$ cat src/rtl/mux_nx1_stream.sv
// N-to-1 valid/ready stream multiplexer with manual or round-robin channel selection.
// Optional MUX_NX1_PARITY_EN adds a registered even-parity output bit.
module mux_nx1_stream #(
    parameter int WIDTH = 8,
    parameter int NCH   = 4,
    localparam int SELW = $clog2(NCH)
) (
    input  logic                 clk,
    input  logic                 rst,
    input  logic [NCH*WIDTH-1:0] in_data,
    input  logic [NCH-1:0]       in_valid,
    output logic [NCH-1:0]       in_ready,
    input  logic                 mode,
    input  logic [SELW-1:0]      sel,
    output logic [WIDTH-1:0]     out_data,
    output logic [SELW-1:0]      out_ch,
    output logic                 out_valid,
`ifdef MUX_NX1_PARITY_EN
    output logic                 out_parity,
`endif
    input  logic                 out_ready
);

    logic [WIDTH-1:0] out_data_q, out_data_d;
    logic [SELW-1:0]  out_ch_q, out_ch_d;
    logic             out_valid_q, out_valid_d;
    logic [SELW-1:0]  ptr_q, ptr_d;

    logic             gnt_any;
    logic [SELW-1:0]  gnt_idx;
    logic [WIDTH-1:0] gnt_data;
    logic             load;
    logic             xfer_in;

    always_comb begin
        int c;
        c = 0;
        gnt_any = 1'b0;
        gnt_idx = '0;
        if (!mode) begin
            for (int i = 0; i < NCH; i++) begin
                if (SELW'(i) == sel && in_valid[i]) begin
                    gnt_any = 1'b1;
                    gnt_idx = SELW'(i);
                end
            end
        end else begin
            // Scan upward from the channel after the last one served.
            for (int k = 1; k <= NCH; k++) begin
                c = (int'(ptr_q) + k) % NCH;
                if (!gnt_any && in_valid[c]) begin
                    gnt_any = 1'b1;
                    gnt_idx = SELW'(c);
                end
            end
        end
    end

    always_comb begin
        gnt_data = '0;
        for (int i = 0; i < NCH; i++) begin
            if (SELW'(i) == gnt_idx) begin
                gnt_data = in_data[i*WIDTH +: WIDTH];
            end
        end
    end

    assign load     = ~out_valid_q | out_ready;
    assign xfer_in  = gnt_any & load & ~rst;
    assign in_ready = xfer_in ? (NCH'(1) << gnt_idx) : '0;

    always_comb begin
        out_data_d  = out_data_q;
        out_ch_d    = out_ch_q;
        out_valid_d = out_valid_q & ~out_ready;
        ptr_d       = ptr_q;
        if (xfer_in) begin
            out_data_d  = gnt_data;
            out_ch_d    = gnt_idx;
            out_valid_d = 1'b1;
            ptr_d       = gnt_idx;
        end
    end

    always_ff @(posedge clk or posedge rst) begin
        if (rst) begin
            out_data_q  <= '0;
            out_ch_q    <= '0;
            out_valid_q <= 1'b0;
            ptr_q       <= SELW'(NCH - 1);
        end else begin
            out_data_q  <= out_data_d;
            out_ch_q    <= out_ch_d;
            out_valid_q <= out_valid_d;
            ptr_q       <= ptr_d;
        end
    end

    assign out_data  = out_data_q;
    assign out_ch    = out_ch_q;
    assign out_valid = out_valid_q;

`ifdef MUX_NX1_PARITY_EN
    logic par_q, par_d;

    always_comb begin
        par_d = par_q;
        if (xfer_in) begin
            par_d = ^gnt_data;
        end
    end

    always_ff @(posedge clk or posedge rst) begin
        if (rst) begin
            par_q <= 1'b0;
        end else begin
            par_q <= par_d;
        end
    end

    assign out_parity = par_q;
`endif

endmodule

$ cat config.mk
export PLATFORM = sky130hd
export DESIGN_NAME = mux_nx1_stream
export DESIGN_NICKNAME = d
export VERILOG_FILES = /design/src/rtl/mux_nx1_stream.sv
export SDC_FILE = /design/constraint.sdc
export NUM_CORES = 1
export LEC_CHECK = 0
export ABC_CLOCK_PERIOD_IN_PS = 2090
export BUFFER_PORTS_ARGS = -buffer_cell sky130_fd_sc_hd__buf_2
export CAP_MARGIN = 10
export CORE_ASPECT_RATIO = 0.8
export CORE_UTILIZATION = 42
export CTS_BUF_LIST = sky130_fd_sc_hd__clkbuf_8
export DETAILED_ROUTE_END_ITERATION = 16
export PLACE_DENSITY = 0.75
export SLEW_MARGIN = 10
export SYNTH_ARGS = -nofsm -noshare
export SYNTH_HDL_FRONTEND = slang
export SYNTH_SLANG_ARGS = --single-unit
$ cat constraint.sdc
create_clock -name clk -period 2.09 [get_ports clk]
set_input_delay 0.418 -clock clk [delete_from_list [all_inputs] [get_ports clk]]
set_output_delay 0.418 -clock clk [all_outputs]
set_load 0.01 [all_outputs]
==> impl_metrics.ini, run 1 <==
[logic_synthesis]
synth_top_cell_by_area = mux2i_1
synthesis.nets = 144
synth_area_leaders = mux2i_1, dfrtp_1, mux2_2
synth_top_area_share_pct = 25.1
syn-cell-area_um2 = 1110
syn_inst = 102
synth.avg_cell_area_um2 = 10.9
ys_ff_latch = 13
synthDistinctLibCells = 35
synth_top_flop_cell = dfrtp_1
ys_seq_area_share_pct = 29.4
yosysWarnings = 0
async_flop_share_pct = 100
synth_edf_count = 0

[final_layout]
layout-drive-gt1-share_pct = 64.3
areaGrowthSynthToFinish_pct = 58.2
seq_area_um2 = 328
nFillCells = 186
antenna-diode-count = 0
final_util_pct = 71.1
finalNonFillerCells = 218
nNetsFinal = 225
multi_input_area_um2 = 767

[floorplanning]
row_count = 16
dieArea_um2 = 2870
start_util_pct = 44.9
coreArea_um2 = 2480
die_h_um = 48.1
io_pins = 57
die_w_um = 59.6

[run]
max_cap_violations = 0

[timing]
slew_headroom_pct = 64.9
tightestPinTransition_ns = 0.527
min_period_ns = 2.44
min_period_over_period_pct = 117
fin_skew_ns = 0.000487
final_max_slew_viol_count = 0
setup_tns_ns = -3.35
setup_ws_ns = -0.350
rsz0062_at_grt = true
setup_viol = 14
hold_viol = 0
fmax_ghz = 0.410

[cts]
clockRootBuffer = clkbuf_8
clock_sinks = 13
clk_latency_ns = 0.25
hold_buffers = 0
cts_buffers = 3
cts_tree = done
clock_path_buffers = 2
clkTransAtPathRegs_ns = 0.06
cts_max_level = 1

[setup_path]
crit_fanout = 5
cp.arrival_ns = 2.02
reg2reg_depth = 10
critical_path_class = reg2out
reg2reg_to = out_data[7]$_DFFE_PP0P_
cp.required_ns = 1.67
cp-start-kind = flip-flop
rrSetupSlack_ns = -0.26
r2r_start = ptr_q[0]$_DFFE_PP1P_
end_kind = output port

[pwr]
power_density_nw_per_um2 = 947
leakagePower_uw = 0.000928
power.total_uw = 1670
ir_drop_mv = 0.502

[hold_path]
min-delay-path-class = in2async

[drt]
via_per_inst = 5.10
routed-via-count = 1112
antenna_left = 0
initialDrtViolationCount = 29
routed_wl_mm = 3.17
drc_errors = 0
wl_met2_mm = 1.63
wire_per_inst_um = 14.6
top_layer_used = met4
first_pass_iters = 4
wl_met1_mm = 1.35
wl_met3_um = 155

[run_status]
violations = negative setup slack
status = complete, but fails checks

[global_route]
grt_pass1_wl_mm = 4.71
grt_max_degree = 14
overflow = 0
antenna_found_initial = 0
track_usage_pct = 23.1
first_global_vias = 1056

[place]
placed_cells = 205
dp_slack_ns = -0.170
hpwl_mm = 2.24
routabilityCongestion = 0.851
portBuffers = 56
## cells in the mapped netlist (all sizes together), types with 2 or more instances
| cell | instances |
|---|---|
| nand2 | 2 |
| dfrtp | 11 |
| nor2 | 3 |
| o21ai | 3 |
| nor3b | 2 |
| buf | 8 |
| and3b | 3 |
| dfstp | 2 |
| mux2 | 12 |
| inv | 6 |
| nor2b | 3 |
| nand3b | 2 |
| mux2i | 28 |
| a21oi | 3 |
## cells in the final DEF, fill, tap and decap left out, types with 2 or more instances in the layout
cell      Yosys  layout
buf_2         4      55
mux2i_1      28      26
buf_4         1      20
dfrtp_1      11      11
mux2_2        9       7
buf_6         3       6
inv_1         5       5
mux2_4        3       5
nor2b_1       3       3
nor2_1        3       3
and3b_1       3       3
clkbuf_8      0       3
buf_12        0       3
nand3b_1      2       2
o21ai_0       2       2
nand2_1       2       2
a21oi_2       1       2
mux2i_2       0       2
dfstp_2       2       2
## layout make-up
cell class | count | share of cell area [%]
clock inverter | 1 | 0.284
sequential | 13 | 18.6
tap | 36 | 2.55
clock buffer | 3 | 2.34
timing repair buffer | 84 | 31.3
inverter | 6 | 1.42
multi-input combinational | 75 | 43.5
## worst max path at each step
stage / start / to / slack [ns] / depth (start not counted)
floorplan: ptr_q[0]$_DFFE_PP1P_ / in_ready[0] / -0.19 / 8
global placement: ptr_q[1]$_DFFE_PP1P_ / out_data[4]$_DFFE_PP0P_ / -0.09 / 8
detailed placement: ptr_q[1]$_DFFE_PP1P_ / out_data[4]$_DFFE_PP0P_ / -0.17 / 8
CTS: ptr_q[1]$_DFFE_PP1P_ / in_ready[1] / -0.31 / 8
global route: ptr_q[0]$_DFFE_PP1P_ / in_ready[1] / -0.44 / 8
finish: ptr_q[0]$_DFFE_PP1P_ / in_ready[1] / -0.35 / 7
## registers in the layout, summed over array words and instances, names as in the netlist
register / cells
ptr_q: 2
out_valid: 1
out_data: 8
out_ch: 2
## report_power, final
part           internal, uW  total, uW  switching, uW  leakage, uW
sequential              369        451           81.9     0.000151
combinational           570        978            408     0.000752
clock                   132        241            109    0.0000255
## cell families after synthesis
group	count (synthesis)	synth area share, %
buffers and inverters	14	7.74
and+or+nand+nor	21	12.1
muxes	41	40.6
AOI/OAI and AO/OA	13	10.1
DFF	13	29.4
## per-stage QoR
step / cell area [um^2] / hold slack [ns]
after floorplan: 1120 / 0.294
after global placement: 1560 / 0.468
after detailed placement: 1560 / 0.488
after CTS: 1730 / 0.222
after global routing: 1760 / 0.244
final: 1760 / 0.204
## timing repair
item                       4_1_cts  5_1_grt
setup buffers                    9        2
gates resized for setup         10        7
pin swaps                        7        7
setup endpoints to repair       14       17
## metal layers
layer	global-route usage [%]	vias up
li1	-	535
met1	27.4	528
met2	41.8	42
met3	5.68	7
met4	7.91	0
met5	0	-
## worst max-delay path: stages, from the launching register on
cell	delay (ns)
dfstp_2	0.61
inv_4	0.04
or4_4	0.42
a21oi_2	0.14
a41o_2	0.14
a31oi_4	0.10
nor3b_2	0.17
buf_2	0.15
Note: power is estimated with default switching activity, not from simulation.
==> run 2, diff against run 1 <==
--- a/config.mk
+++ b/config.mk
@@ -6,12 +6,14 @@
 export NUM_CORES = 1
 export LEC_CHECK = 0
 export ABC_CLOCK_PERIOD_IN_PS = 2090
-export BUFFER_PORTS_ARGS = -buffer_cell sky130_fd_sc_hd__buf_2
+export BUFFER_PORTS_ARGS = -buffer_cell sky130_fd_sc_hd__buf_4
 export CAP_MARGIN = 10
 export CORE_ASPECT_RATIO = 0.8
 export CORE_UTILIZATION = 42
 export CTS_BUF_LIST = sky130_fd_sc_hd__clkbuf_8
 export DETAILED_ROUTE_END_ITERATION = 16
+export GPL_TIMING_DRIVEN = 0
+export MAX_ROUTING_LAYER = met4
 export PLACE_DENSITY = 0.75
 export SLEW_MARGIN = 10
 export SYNTH_ARGS = -nofsm -noshare
==> impl_metrics.ini, run 2 (synthesis gave the netlist of run 1 again) <==
[setup_path]
crit_fanout = 6
cpMaxStageDelayCell = dfstp_2
r2r_start = ptr_q[0]$_DFFE_PP1P_
slowest_delay_ns = 0.59
rrSetupSlack_ns = -0.13
cp.required_ns = 1.67
reg2reg_depth = 9
end_kind = output port
cp.arrival_ns = 2.09
critical_path_class = reg2out
cp-start-kind = flip-flop
reg2reg_to = out_data[1]$_DFFE_PP0P_
cpMostUsedCell = buf_6
path_cells = inv_4 > or4_4 > a21oi_2 > a41o_2 > a31oi_4 > buf_6 > and3b_1 > buf_6

[drt]
initialDrtViolationCount = 37
antenna_left = 0
via_per_inst = 5.06
wl_met1_mm = 1.30
drc_errors = 0
wl_met2_mm = 1.59
routed_wl_mm = 3.10
wire_per_inst_um = 15.0
top_layer_used = met4
first_pass_iters = 4
routed-via-count = 1048
wl_met3_um = 170

[cts]
clk_latency_ns = 0.25
cts_buffers = 3
clkTransAtPathRegs_ns = 0.06
clock_path_buffers = 2
cts_max_level = 1
clockRootBuffer = clkbuf_8
clock_sinks = 13
hold_buffers = 0
cts_tree = done

[global_route]
antenna_found_initial = 0
overflow = 0
track_usage_pct = 24.4
grt_pass1_wl_mm = 4.75
first_global_vias = 1014
grt_max_degree = 14

[timing]
setup_ws_ns = -0.417
min_period_ns = 2.51
fin_skew_ns = 0.00567
setup_viol = 12
slew_headroom_pct = 66.1
fmax_ghz = 0.399
rsz0062_at_grt = true
min_period_over_period_pct = 120
hold_viol = 0
tightestPinTransition_ns = 0.508
setup_tns_ns = -2.48
final_max_slew_viol_count = 0

[floorplanning]
die_h_um = 48.1
io_pins = 57
row_count = 16
coreArea_um2 = 2480
dieArea_um2 = 2870
start_util_pct = 44.9
die_w_um = 59.6

[final_layout]
layout-drive-gt1-share_pct = 62.0
mostFrequentLayoutCell = buf_4
largest_reg_flops = 8
areaGrowthSynthToFinish_pct = 60.5
antenna-diode-count = 0
final_util_pct = 72.1
layout_common_cells = buf_4, mux2i_1, dfrtp_1
finalNonFillerCells = 207
nNetsFinal = 214

[pwr]
power.total_uw = 1630
ir_drop_mv = 0.562
leakagePower_uw = 0.000913
power_density_nw_per_um2 = 910

[place]
routabilityCongestion = 0.764
portBuffers = 54
hpwl_mm = 2.15
placed_cells = 192

[hold_path]
min-delay-path-class = in2async

[run_status]
status = complete, but fails checks
violations = negative setup slack

[run]
max_cap_violations = 0
run 2: changes by cell type in the layout (fill, tap and decap cells not counted), moves of 2 or more:
cell / change
buf_2: -54
buf_4: +43
buf_12: -2
mux2_2: +2
mux2_4: -2
run 2: final cells by class:
cell class | instances | area (um^2)
plain buffers | 7 | 73.8
flip-flops and latches | 13 | 328
well taps | 36 | 45.0
multi-input cells | 75 | 737
repair buffers | 66 | 536
clock buffers | 3 | 41.3
fillers | 202 | 693
inverters | 6 | 25.0
clock inverters | 1 | 3.75
run 2: critical path: cells and delay by family (launching register included):
family / cells / cell delay, ns
buf+inv: 3 / 0.31
simple gates: 2 / 0.60
flops: 1 / 0.59
compound gates: 3 / 0.35
run 2: per-layer routing:
layer / vias up / GRT usage (%)
met4: 0 / 8.37
li1: 517 / -
met5: - / -
met2: 45 / 43.1
met3: 6 / 5.68
met1: 480 / 27.8
run 2: repair_timing:
action / CTS / global route
gates cloned: 1 / 0
setup buffers: 9 / 2
gates resized for setup: 11 / 8
hold endpoints to repair: 0 / 0
setup endpoints to repair: 13 / 16
pin swaps: 5 / 4
run 2: worst max path at each step:
stage | cells past startpoint | start | slack, ns | to
CTS | 9 | ptr_q[0]$_DFFE_PP1P_ | -0.47 | in_ready[0]
finish | 8 | ptr_q[0]$_DFFE_PP1P_ | -0.42 | in_ready[0]
global placement | 9 | ptr_q[0]$_DFFE_PP1P_ | -0.39 | in_ready[0]
detailed placement | 9 | ptr_q[0]$_DFFE_PP1P_ | -0.43 | in_ready[0]
global route | 8 | ptr_q[0]$_DFFE_PP1P_ | -0.49 | in_ready[0]
floorplan | 8 | ptr_q[0]$_DFFE_PP1P_ | -0.19 | in_ready[0]
run 2: report_power, final:
part / switching (uW) / internal [uW] / total [uW]
registers: 73.9 / 370 / 443
clock network: 92.6 / 130 / 223
logic: 390 / 573 / 963
run 2: per-stage QoR:
stage,cell area [um^2],hold slack (ns),setup WS (ns)
5_1_grt,1790,0.251,-0.490
6_report,1790,0.207,-0.417
3_5_place_dp,1570,0.499,-0.427
4_1_cts,1760,0.224,-0.466
2_1_floorplan,1120,0.294,-0.186
3_3_place_gp,1570,0.479,-0.387
==> run 3, diff against run 2 <==
--- a/config.mk
+++ b/config.mk
@@ -5,16 +5,16 @@
 export SDC_FILE = /design/constraint.sdc
 export NUM_CORES = 1
 export LEC_CHECK = 0
-export ABC_CLOCK_PERIOD_IN_PS = 2090
+export ABC_CLOCK_PERIOD_IN_PS = 2700
 export BUFFER_PORTS_ARGS = -buffer_cell sky130_fd_sc_hd__buf_4
 export CAP_MARGIN = 10
 export CORE_ASPECT_RATIO = 0.8
-export CORE_UTILIZATION = 42
+export CORE_UTILIZATION = 45
 export CTS_BUF_LIST = sky130_fd_sc_hd__clkbuf_8
 export DETAILED_ROUTE_END_ITERATION = 16
 export GPL_TIMING_DRIVEN = 0
 export MAX_ROUTING_LAYER = met4
-export PLACE_DENSITY = 0.75
+export PLACE_DENSITY = 0.76
 export SLEW_MARGIN = 10
 export SYNTH_ARGS = -nofsm -noshare
 export SYNTH_HDL_FRONTEND = slang
==> constraint.sdc (replaced) <==
create_clock -name clk -period 2.7 [get_ports clk]
set_input_delay 0.54 -clock clk [delete_from_list [all_inputs] [get_ports clk]]
set_output_delay 0.54 -clock clk [all_outputs]
set_load 0.01 [all_outputs]
==> impl_metrics.ini, run 3 (synthesis gave the netlist of run 1 again) <==
[run_status]
status = complete, but fails checks
violations = design-rule violations

[drt]
drc_errors = 2
routed-via-count = 1047
wire_per_inst_um = 14.6
antenna_left = 0
first_pass_iters = 10
routed_wl_mm = 2.82
initialDrtViolationCount = 24
via_per_inst = 5.42

[cts]
cts_buffers = 3
clock_path_buffers = 2
clockRootBuffer = clkbuf_8
cts_max_level = 1
clkTransAtPathRegs_ns = 0.05
cts_tree = done
clock_sinks = 13
clk_latency_ns = 0.24

[global_route]
grt_max_degree = 14
track_usage_pct = 22.9
overflow = 0
grt_pass1_wl_mm = 4.49
first_global_vias = 1003
antenna_found_initial = 0

[timing]
slew_headroom_pct = 66.1
setup_viol = 0
min_period_over_period_pct = 96.8
tightestPinTransition_ns = 0.507
fmax_ghz = 0.382
rsz0062_at_grt = true
hold_viol = 0
final_max_slew_viol_count = 0
setup_ws_ns = 0.0855
fin_skew_ns = 0.00112
min_period_ns = 2.61

[setup_path]
reg2reg_depth = 8
cp.arrival_ns = 2.07
slowest_delay_ns = 0.60
cp.required_ns = 2.16
rrSetupSlack_ns = 0.51
r2r_start = ptr_q[0]$_DFFE_PP1P_
end_kind = output port
crit_fanout = 6
reg2reg_to = out_data[0]$_DFFE_PP0P_
critical_path_class = reg2out
cpMaxStageDelayCell = dfstp_2
cp-start-kind = flip-flop
path_cells = buf_6 > nor3_2 > o21ai_1 > a21oi_2 > a41o_2 > a31oi_4 > nor3b_2 > buf_4

[final_layout]
layout_common_cells = buf_4, mux2i_1, dfrtp_1
nNetsFinal = 211
final_area_um2 = 1680
finalNonFillerCells = 193
largest_reg_flops = 8
mostFrequentLayoutCell = buf_4
layout-drive-gt1-share_pct = 57.1
antenna-diode-count = 0
areaGrowthSynthToFinish_pct = 50.4

[place]
placed_area_um2 = 1550
placed_cells = 181
hpwl_mm = 2.10
dp_slack_ns = 0.00435
routabilityCongestion = 0.756
portBuffers = 54

[floorplanning]
coreArea_um2 = 2250
start_util_pct = 49.5
io_pins = 57
dieArea_um2 = 2680
die_w_um = 57.7
row_count = 15
die_h_um = 46.5

[pwr]
ir_drop_mv = 0.437
power_density_nw_per_um2 = 698
leakagePower_uw = 0.000879
power.total_uw = 1170

[run]
max_cap_violations = 0

[hold_path]
min-delay-path-class = in2async
[run 3: per-stage QoR]
stage | TNS, ns | utilization (%) | hold slack [ns]
2_1_floorplan | 0 | - | 0.416
3_3_place_gp | 0 | 68.9 | 0.492
3_5_place_dp | 0 | 68.9 | 0.498
4_1_cts | 0 | 73.4 | 0.361
5_1_grt | -0.0379 | 74.4 | 0.377
6_report | 0 | 74.4 | 0.342
[run 3: layout make-up]
type / count / area (um^2)
Buffer: 6 / 50.0
Clock inverter: 1 / 3.75
Inverter: 6 / 25.0
Clock buffer: 3 / 41.3
Multi-Input combinational cell: 75 / 713
Timing Repair Buffer: 64 / 484
Fill cell: 161 / 576
Sequential cell: 13 / 328
Tap cell: 25 / 31.3
[run 3: layer usage]
layer  part of all wire, %  vias to the layer above  track usage [%]
li1                      -                      507                -
met3                   3.3                        0             5.06
met2                    52                       31             41.6
met4                     0                        0             1.43
met5                     0                        -                -
met1                    45                      509             27.7
[run 3: how the worst max path moves through the flow]
stage | to | from | slack, ns | cells past startpoint
detailed placement | in_ready[0] | in_valid[0] | 0.004 | 8
global placement | in_ready[2] | in_valid[0] | 0.02 | 8
finish | in_ready[1] | ptr_q[0]$_DFFE_PP1P_ | 0.09 | 8
floorplan | in_ready[2] | in_valid[3] | 0.23 | 7
CTS | in_ready[3] | ptr_q[0]$_DFFE_PP1P_ | 0.007 | 7
global route | in_ready[1] | ptr_q[0]$_DFFE_PP1P_ | -0.04 | 8
[run 3: worst max-delay path, delay by kind of cell (launching register included)]
family / cells / cell delay, ns
flip-flops: 1 / 0.60
AO/OA/AOI/OAI: 4 / 0.73
AND/OR/NAND/NOR: 2 / 0.23
buffers and inverters: 2 / 0.27
[run 3: timing repair]
item | CTS | global route
gates resized for setup | 2 | 6
pin swaps | 4 | 5
hold buffers | 0 | 0
buffers inserted | 7 | 3
setup endpoints to repair | 4 | 4
endpoints found under the hold margin | 0 | 0
[run 3: power breakdown]
| part | switching [uW] | internal (uW) |
|---|---|---|
| sequential | 58.4 | 286 |
| combinational | 272 | 385 |
| clock | 67.2 | 100 |
| total | 398 | 772 |
